[src/rtl/bitserial_plane_seq_pkg.sv]
// Shared types and default sizes for the bit-serial vector datapath.
package bitserial_pkg;

  localparam int DEF_DATA_WIDTH = 8;
  localparam int DEF_VEC_LENGTH = 8;
  localparam int IDX_W          = $clog2(DEF_DATA_WIDTH);

  typedef enum logic {
    IDLE  = 1'b0,
    SHIFT = 1'b1
  } state_t;

endpackage

[src/rtl/bitserial_plane_seq_if.sv]
// Vector-in / bit-plane-out handshake bundle for bitserial_plane_seq.
interface bitserial_plane_seq_if
  import bitserial_pkg::*;
#(
  parameter int DATA_WIDTH = DEF_DATA_WIDTH,
  parameter int VEC_LENGTH = DEF_VEC_LENGTH
);
  logic                                 in_valid;
  logic                                 in_ready;
  logic [VEC_LENGTH-1:0][DATA_WIDTH-1:0] in_vec;
  logic                                 out_valid;
  logic                                 out_ready;
  logic [VEC_LENGTH-1:0]                out_bits;
  logic [$clog2(DATA_WIDTH)-1:0]        out_idx;
  logic                                 out_neg;
  logic                                 out_last;
  logic                                 busy;

  modport master (
    output in_valid, in_vec, out_ready,
    input  in_ready, out_valid, out_bits, out_idx, out_neg, out_last, busy
  );

  modport slave (
    input  in_valid, in_vec, out_ready,
    output in_ready, out_valid, out_bits, out_idx, out_neg, out_last, busy
  );
endinterface

[src/rtl/bitserial_plane_seq_finder.sv]
// Priority finder: highest set bit of mask strictly below cur.
// Only compiled when ZERO_PLANE_SKIP_EN is defined.
`ifdef ZERO_PLANE_SKIP_EN
module bs_plane_finder #(
  parameter int W  = 8,
  parameter int IW = $clog2(W)
) (
  input  logic [W-1:0]  mask,
  input  logic [IW-1:0] cur,
  output logic [IW-1:0] next_idx,
  output logic          none_left
);

  always_comb begin
    next_idx  = '0;
    none_left = 1'b1;
    for (int i = 0; i < W; i++) begin
      if (i < int'(cur) && mask[i]) begin
        next_idx  = IW'(i);
        none_left = 1'b0;
      end
    end
  end

endmodule
`endif

[src/rtl/bitserial_plane_seq.sv]
// Captures a signed lane vector and replays it as MSB-first bit-planes.
// ZERO_PLANE_SKIP_EN: emit only planes with at least one bit set.
//
//   state | meaning
//   IDLE  | no vector held, ready for input
//   SHIFT | vector held, presenting plane out_idx
module bitserial_plane_seq
  import bitserial_pkg::*;
#(
  parameter int DATA_WIDTH = DEF_DATA_WIDTH,
  parameter int VEC_LENGTH = DEF_VEC_LENGTH
) (
  input logic clk,
  input logic reset,
  bitserial_plane_seq_if.slave bus
);

  localparam int IW = $clog2(DATA_WIDTH);
  localparam logic [IW-1:0] TOP = IW'(DATA_WIDTH - 1);

  typedef logic [VEC_LENGTH-1:0][DATA_WIDTH-1:0] vec_t;

  state_t                state;
  vec_t                  vec_q;
  logic [IW-1:0]         idx_q;
  logic [VEC_LENGTH-1:0] bits_q;
  logic                  neg_q;
  logic                  last_q;

  logic                  take_in;
  logic                  take_out;
  logic [IW-1:0]         first_idx;
  logic                  first_last;
  logic [IW-1:0]         next_idx;
  logic                  next_last;

  function automatic logic [VEC_LENGTH-1:0] plane(input vec_t v, input logic [IW-1:0] b);
    logic [VEC_LENGTH-1:0] p;
    p = '0;
    for (int j = 0; j < VEC_LENGTH; j++) p[j] = v[j][b];
    return p;
  endfunction

  assign take_out     = (state == SHIFT) && bus.out_ready;
  assign bus.in_ready = (state == IDLE) || (take_out && last_q);
  assign take_in      = bus.in_valid && bus.in_ready;

`ifdef ZERO_PLANE_SKIP_EN
  logic [DATA_WIDTH-1:0] mask_in;
  logic [DATA_WIDTH-1:0] mask_q;
  logic [IW-1:0]         top_below;
  logic                  top_none;
  logic                  cap_none;
  logic [IW-1:0]         unused_cap_idx;
  logic                  unused_step_none;

  always_comb begin
    mask_in = '0;
    mask_q  = '0;
    for (int b = 0; b < DATA_WIDTH; b++) begin
      for (int j = 0; j < VEC_LENGTH; j++) begin
        mask_in[b] = mask_in[b] | bus.in_vec[j][b];
        mask_q[b]  = mask_q[b]  | vec_q[j][b];
      end
    end
  end

  // The finder only looks strictly below its index, so the top plane is tested directly.
  bs_plane_finder #(.W(DATA_WIDTH), .IW(IW)) u_find_top (
    .mask(mask_in), .cur(TOP), .next_idx(top_below), .none_left(top_none)
  );
  bs_plane_finder #(.W(DATA_WIDTH), .IW(IW)) u_find_cap (
    .mask(mask_in), .cur(top_below), .next_idx(unused_cap_idx), .none_left(cap_none)
  );
  bs_plane_finder #(.W(DATA_WIDTH), .IW(IW)) u_find_step (
    .mask(mask_q), .cur(idx_q), .next_idx(next_idx), .none_left(unused_step_none)
  );
  bs_plane_finder #(.W(DATA_WIDTH), .IW(IW)) u_find_last (
    .mask(mask_q), .cur(next_idx), .next_idx(), .none_left(next_last)
  );

  assign first_idx  = mask_in[DATA_WIDTH-1] ? TOP : top_below;
  assign first_last = mask_in[DATA_WIDTH-1] ? top_none : cap_none;
`else
  assign first_idx  = TOP;
  assign first_last = (DATA_WIDTH == 1);
  assign next_idx   = idx_q - IW'(1);
  assign next_last  = (idx_q == IW'(1));
`endif

  always_ff @(posedge clk) begin
    if (reset) begin
      state  <= IDLE;
      vec_q  <= '0;
      idx_q  <= '0;
      bits_q <= '0;
      neg_q  <= 1'b0;
      last_q <= 1'b0;
    end else if (take_in) begin
      state  <= SHIFT;
      vec_q  <= bus.in_vec;
      idx_q  <= first_idx;
      bits_q <= plane(bus.in_vec, first_idx);
      neg_q  <= (first_idx == TOP);
      last_q <= first_last;
    end else if (take_out) begin
      if (last_q) begin
        state  <= IDLE;
        idx_q  <= '0;
        bits_q <= '0;
        neg_q  <= 1'b0;
        last_q <= 1'b0;
      end else begin
        idx_q  <= next_idx;
        bits_q <= plane(vec_q, next_idx);
        neg_q  <= (next_idx == TOP);
        last_q <= next_last;
      end
    end
  end

  assign bus.out_valid = (state == SHIFT);
  assign bus.busy      = (state == SHIFT);
  assign bus.out_bits  = bits_q;
  assign bus.out_idx   = idx_q;
  assign bus.out_neg   = neg_q;
  assign bus.out_last  = last_q;

endmodule

[src/flat_wrapper.sv]
// flat-port wrapper written by rule: the top's interface ports become plain ports
module bitserial_plane_seq_flat import bitserial_pkg::*;
#(
  parameter int DATA_WIDTH = DEF_DATA_WIDTH,
  parameter int VEC_LENGTH = DEF_VEC_LENGTH
)
  (clk, reset, bus_in_valid, bus_in_vec, bus_out_ready, bus_in_ready, bus_out_valid, bus_out_bits, bus_out_idx, bus_out_neg, bus_out_last, bus_busy);
  bitserial_plane_seq_if #(.DATA_WIDTH(DATA_WIDTH), .VEC_LENGTH(VEC_LENGTH)) bus_i ();
  input logic clk;
  input logic reset;
  input wire logic [$bits(bus_i.in_valid)-1:0] bus_in_valid;
  input wire logic [$bits(bus_i.in_vec)-1:0] bus_in_vec;
  input wire logic [$bits(bus_i.out_ready)-1:0] bus_out_ready;
  output wire logic [$bits(bus_i.in_ready)-1:0] bus_in_ready;
  output wire logic [$bits(bus_i.out_valid)-1:0] bus_out_valid;
  output wire logic [$bits(bus_i.out_bits)-1:0] bus_out_bits;
  output wire logic [$bits(bus_i.out_idx)-1:0] bus_out_idx;
  output wire logic [$bits(bus_i.out_neg)-1:0] bus_out_neg;
  output wire logic [$bits(bus_i.out_last)-1:0] bus_out_last;
  output wire logic [$bits(bus_i.busy)-1:0] bus_busy;
  assign bus_i.in_valid = bus_in_valid;
  assign bus_i.in_vec = bus_in_vec;
  assign bus_i.out_ready = bus_out_ready;
  assign bus_in_ready = bus_i.in_ready;
  assign bus_out_valid = bus_i.out_valid;
  assign bus_out_bits = bus_i.out_bits;
  assign bus_out_idx = bus_i.out_idx;
  assign bus_out_neg = bus_i.out_neg;
  assign bus_out_last = bus_i.out_last;
  assign bus_busy = bus_i.busy;
  bitserial_plane_seq #(.DATA_WIDTH(DATA_WIDTH), .VEC_LENGTH(VEC_LENGTH)) u_core (.clk(clk), .reset(reset), .bus(bus_i));
endmodule
[config.mk]
export PLATFORM = sky130hd
export DESIGN_NAME = bitserial_plane_seq_flat
export DESIGN_NICKNAME = d
export VERILOG_FILES = /design/src/rtl/bitserial_plane_seq_pkg.sv /design/src/rtl/bitserial_plane_seq_if.sv /design/src/rtl/bitserial_plane_seq_finder.sv /design/src/rtl/bitserial_plane_seq.sv /design/src/flat_wrapper.sv
export SDC_FILE = /design/constraint.sdc
export NUM_CORES = 1
export LEC_CHECK = 0
export ABC_AREA = 1
export CAP_MARGIN = 20
export CORE_MARGIN = 2
export CORE_UTILIZATION = 45
export CTS_BUF_LIST = sky130_fd_sc_hd__clkbuf_16
export CTS_CLUSTER_DIAMETER = 60
export CTS_CLUSTER_SIZE = 24
export DETAILED_ROUTE_END_ITERATION = 8
export HOLD_SLACK_MARGIN = 0.06
export MAX_ROUTING_LAYER = met4
export PLACE_DENSITY = 0.75
export SLEW_MARGIN = 10
export SYNTH_ARGS = -nofsm -noshare
export SYNTH_HDL_FRONTEND = slang
export SYNTH_SLANG_ARGS = --single-unit
[constraint.sdc]
create_clock -name clk -period 1.68 [get_ports clk]
set_input_delay 0.252 -clock clk [delete_from_list [all_inputs] [get_ports clk]]
set_output_delay 0.252 -clock clk [all_outputs]
set_load 0.01 [all_outputs]
==> flow_summary.toml <==
[cells_and_area]
drive_above_1_share_pct = 8.518
antenna_cells = 0
fillers = 669
area_growth_pct = 37.38
stdcell_count = 689
fin_nets = 654

[synth]
synth_most_common_cell = "nand2_1"
synth_top_flop_cell = "dfxtp_1"
ys_top_cells_by_count = "105 x nand2_1, 78 x dfxtp_1, 66 x inv_1"
async_flop_share_pct = 0
syn_inst = 501
synthTopCellsByArea = "dfxtp_1 44%, nand2_1 11%, o21ai_0 8.1%"
synth_warnings = 0
synth_nets = 572
synth.distinct_cells = 23
syn_avg_cell_area_um2 = 7.008
synth_edf_count = 0
yosysTopAreaCell = "dfxtp_1"
synth_area_um2 = 3511
ys_ff_latch = 78
ys_seq_area_share_pct = 44.48
synth_top_area_share_pct = 44.48

[die]
io_pins = 84
die_area_um2 = 8525
die_h_um = 92.33
rows = 32
core_area_um2 = 7647
initial_core_util_pct = 45.91
fp.dieW_um = 92.33

[power]
p_sw_mw = 1.319
p_seq_share_pct = 41.9
power_leakage_nw = 2.087
p_int_mw = 3.589
p_comb_share_pct = 20.6
powerDensity_nw_per_um2 = 1018
p_sw_share_pct = 26.88
vdd_drop_max_mv = 0.5156
clockPowerShare_pct = 37.6

[route]
wirelength_um = 9140
drc = 0
route.vias.total = 3463
postRouteAntennaNets = 0
vias_per_cell = 5.026
wl_per_cell_um = 13.27
first_pass_iters = 5
drt_iter0_drc = 214

[cts]
clock_sinks = 78
root_buffer = "clkbuf_16"
insertion_delay_ns = 0.33
clk_pin_slew_worst_paths_ns = 0.06
h-tree-depth = 3
cts_buffer_depth = 2
cts_tree = "built"
numCtsBuffers = 9

[timing]
rsz0062_at_grt = "false"
worst_slew_pin_slew_ns = 0.5643
layout_worst_path_cycle_share_pct = 93.80
finalSetupViolCount = 0
finalCriticalPeriod_ns = 1.576
drv_slew = 0
skew_ns = 0.007818
finalHoldViolCount = 0
max_freq_mhz = 634.6
max_slew_margin_pct = 62.24
fin_ws_ns = 0.1041

[worst_setup_path]
crit_type = "flip-flop to primary output"
crit_required_ns = 1.43
critPathMaxStageDelay_ns = 0.53
crit_path_start_kind = "flip-flop"
cp.arrival_ns = 1.32
cp.depth = 2
crit_chain = "buf_4 -> clkdlybuf4s50_1"
reg2reg_depth = 9
path_max_fanout = 3
path_buf_inv = 2
cp-end-kind = "primary output"
path_delay_family = "buffers and inverters"
crit_slowest_cell = "clkdlybuf4s50_1"

[global_route]
grt_pass1_wl_um = 14720
antenna_found_initial = 0
first_global_vias = 3196
track_usage_pct = 22.36
grt_max_degree = 41
grt_overflow = 0

[placement]
place_congestion = 0.8108
dp_hpwl_um = 6085
port_buffers = 83
dp.cells = 674
pre_cts_slack_ns = -0.1464

[worst_hold_path]
worstHoldPathCells = 2
holdCritPathClass = "flip-flop to flip-flop"

[job]
maxCapViolCount = 0

[outcome]
status = "finished, final reports clean"
per-layer routing:
metal / GRT usage [%] / routed length, um / vias up
met5: - / 0 / -
met4: 10.57 / 250 / 0
met3: 3.255 / 585 / 24
met2: 35.71 / 4268 / 118
met1: 28.03 / 4036 / 1564
li1: - / - / 1757
power groups by stage:
stage | Clock (mW) | Combinational, mW | Sequential (mW)
3_5_place_dp | 0 | 0.995 | 2.09
4_1_cts | 1.86 | 1.01 | 2.05
6_report | 1.84 | 1.01 | 2.05
3_3_place_gp | 0 | 0.979 | 2.09
5_1_grt | 1.93 | 1.13 | 2.07
2_1_floorplan | 0 | 0.607 | 2.09
registers in the layout, summed over array words and instances, names as in the netlist:
name and cells:
u_core.bus.busy 1, u_core.bus.out_bits 8, u_core.bus.out_idx 3, u_core.bus.out_last 1
u_core.bus.out_neg 1, u_core.vec_q 64
timing repair:
action / 4_1_cts / 5_1_grt
gates resized for setup: 1 / 2
hold buffers: 0 / 0
setup endpoints to repair: 1 / 5
buffers inserted: 0 / 0
pin swaps: 0 / 1
worst paths after layout:
| check | slack (ns) | start | endpoint |
|---|---|---|---|
| hold / removal | 0.45 | u_core.vec_q[0] | u_core.vec_q[0] |
| setup / recovery | 0.10 | u_core.bus.busy | bus_out_valid |
| hold reg to reg | 0.45 | u_core.vec_q[0] | u_core.vec_q[0] |
| setup reg to reg | 0.15 | u_core.bus.out_idx[1] | u_core.bus.out_bits[2] |
placed cells by master, fill, tap and decap left out:
cell / n
dlygate4sd2_1: 1
ha_4: 2
nand2_1: 105
nand2_4: 1
clkbuf_16: 9
ha_1: 1
clkinv_2: 1
o21ai_0: 57
a31oi_1: 1
dfxtp_1: 76
clkinvlp_4: 1
o22ai_1: 6
a21oi_2: 4
inv_2: 3
buf_4: 14
nor2_1: 44
bufinv_16: 1
nand3_1: 38
nor2_4: 1
dfxtp_2: 2
a21oi_1: 52
clkdlybuf4s50_1: 81
a21boi_2: 1
inv_1: 66
clkinv_1: 3
nand2_2: 2
a211oi_1: 1
buf_12: 5
inv_6: 1
dlymetal6s2s_1: 1
nor3_4: 1
o211ai_1: 4
buf_6: 1
per-stage QoR:
stage	power, mW	TNS (ns)	hold WS (ns)	instance area (um^2)	util (%)
after CTS	4.919	0	0.4516	4820	63.02
after global placement	3.067	-13.26	0.4395	4531	59.24
final	4.908	0	0.4480	4823	63.07
after detailed placement	3.086	-2.530	0.4433	4542	59.39
after global routing	5.128	0	0.4747	4823	63.07
after floorplan	2.699	0	0.3659	3575	-
cell families (layout without fill, tap and decap cells):
| family | count (synthesis) | in the layout | synth area share (%) |
|---|---|---|---|
| AND/OR/NAND/NOR | 192 | 192 | 22.67 |
| adder cells (fa/ha/maj) | 3 | 3 | 1.069 |
| flip-flops | 78 | 78 | 44.48 |
| AO/OA/AOI/OAI | 126 | 126 | 19.17 |
| buffers and inverters | 102 | 188 | 12.62 |
layout make-up:
cell class	instances	area, um^2	share of cell area [%]
tap	102	127.6	2.646
clock inverter	6	53.80	1.115
sequential	78	1564	32.43
clock buffer	9	225.2	4.669
inverter	70	267.8	5.551
multi-input combinational	321	1536	31.85
timing repair buffer	103	1049	21.74
worst reg2reg max path, cell delays in order (launching register included):
cell and delay, ns:
dfxtp_2 0.34, inv_1 0.08, ha_4 0.39, inv_6 0.12
nand3_1 0.11, nand2_1 0.07, nand2_1 0.05, nand3_1 0.08
nor2_1 0.13, nor2_1 0.05
No activity file was read; power rests on OpenSTA's default activity.
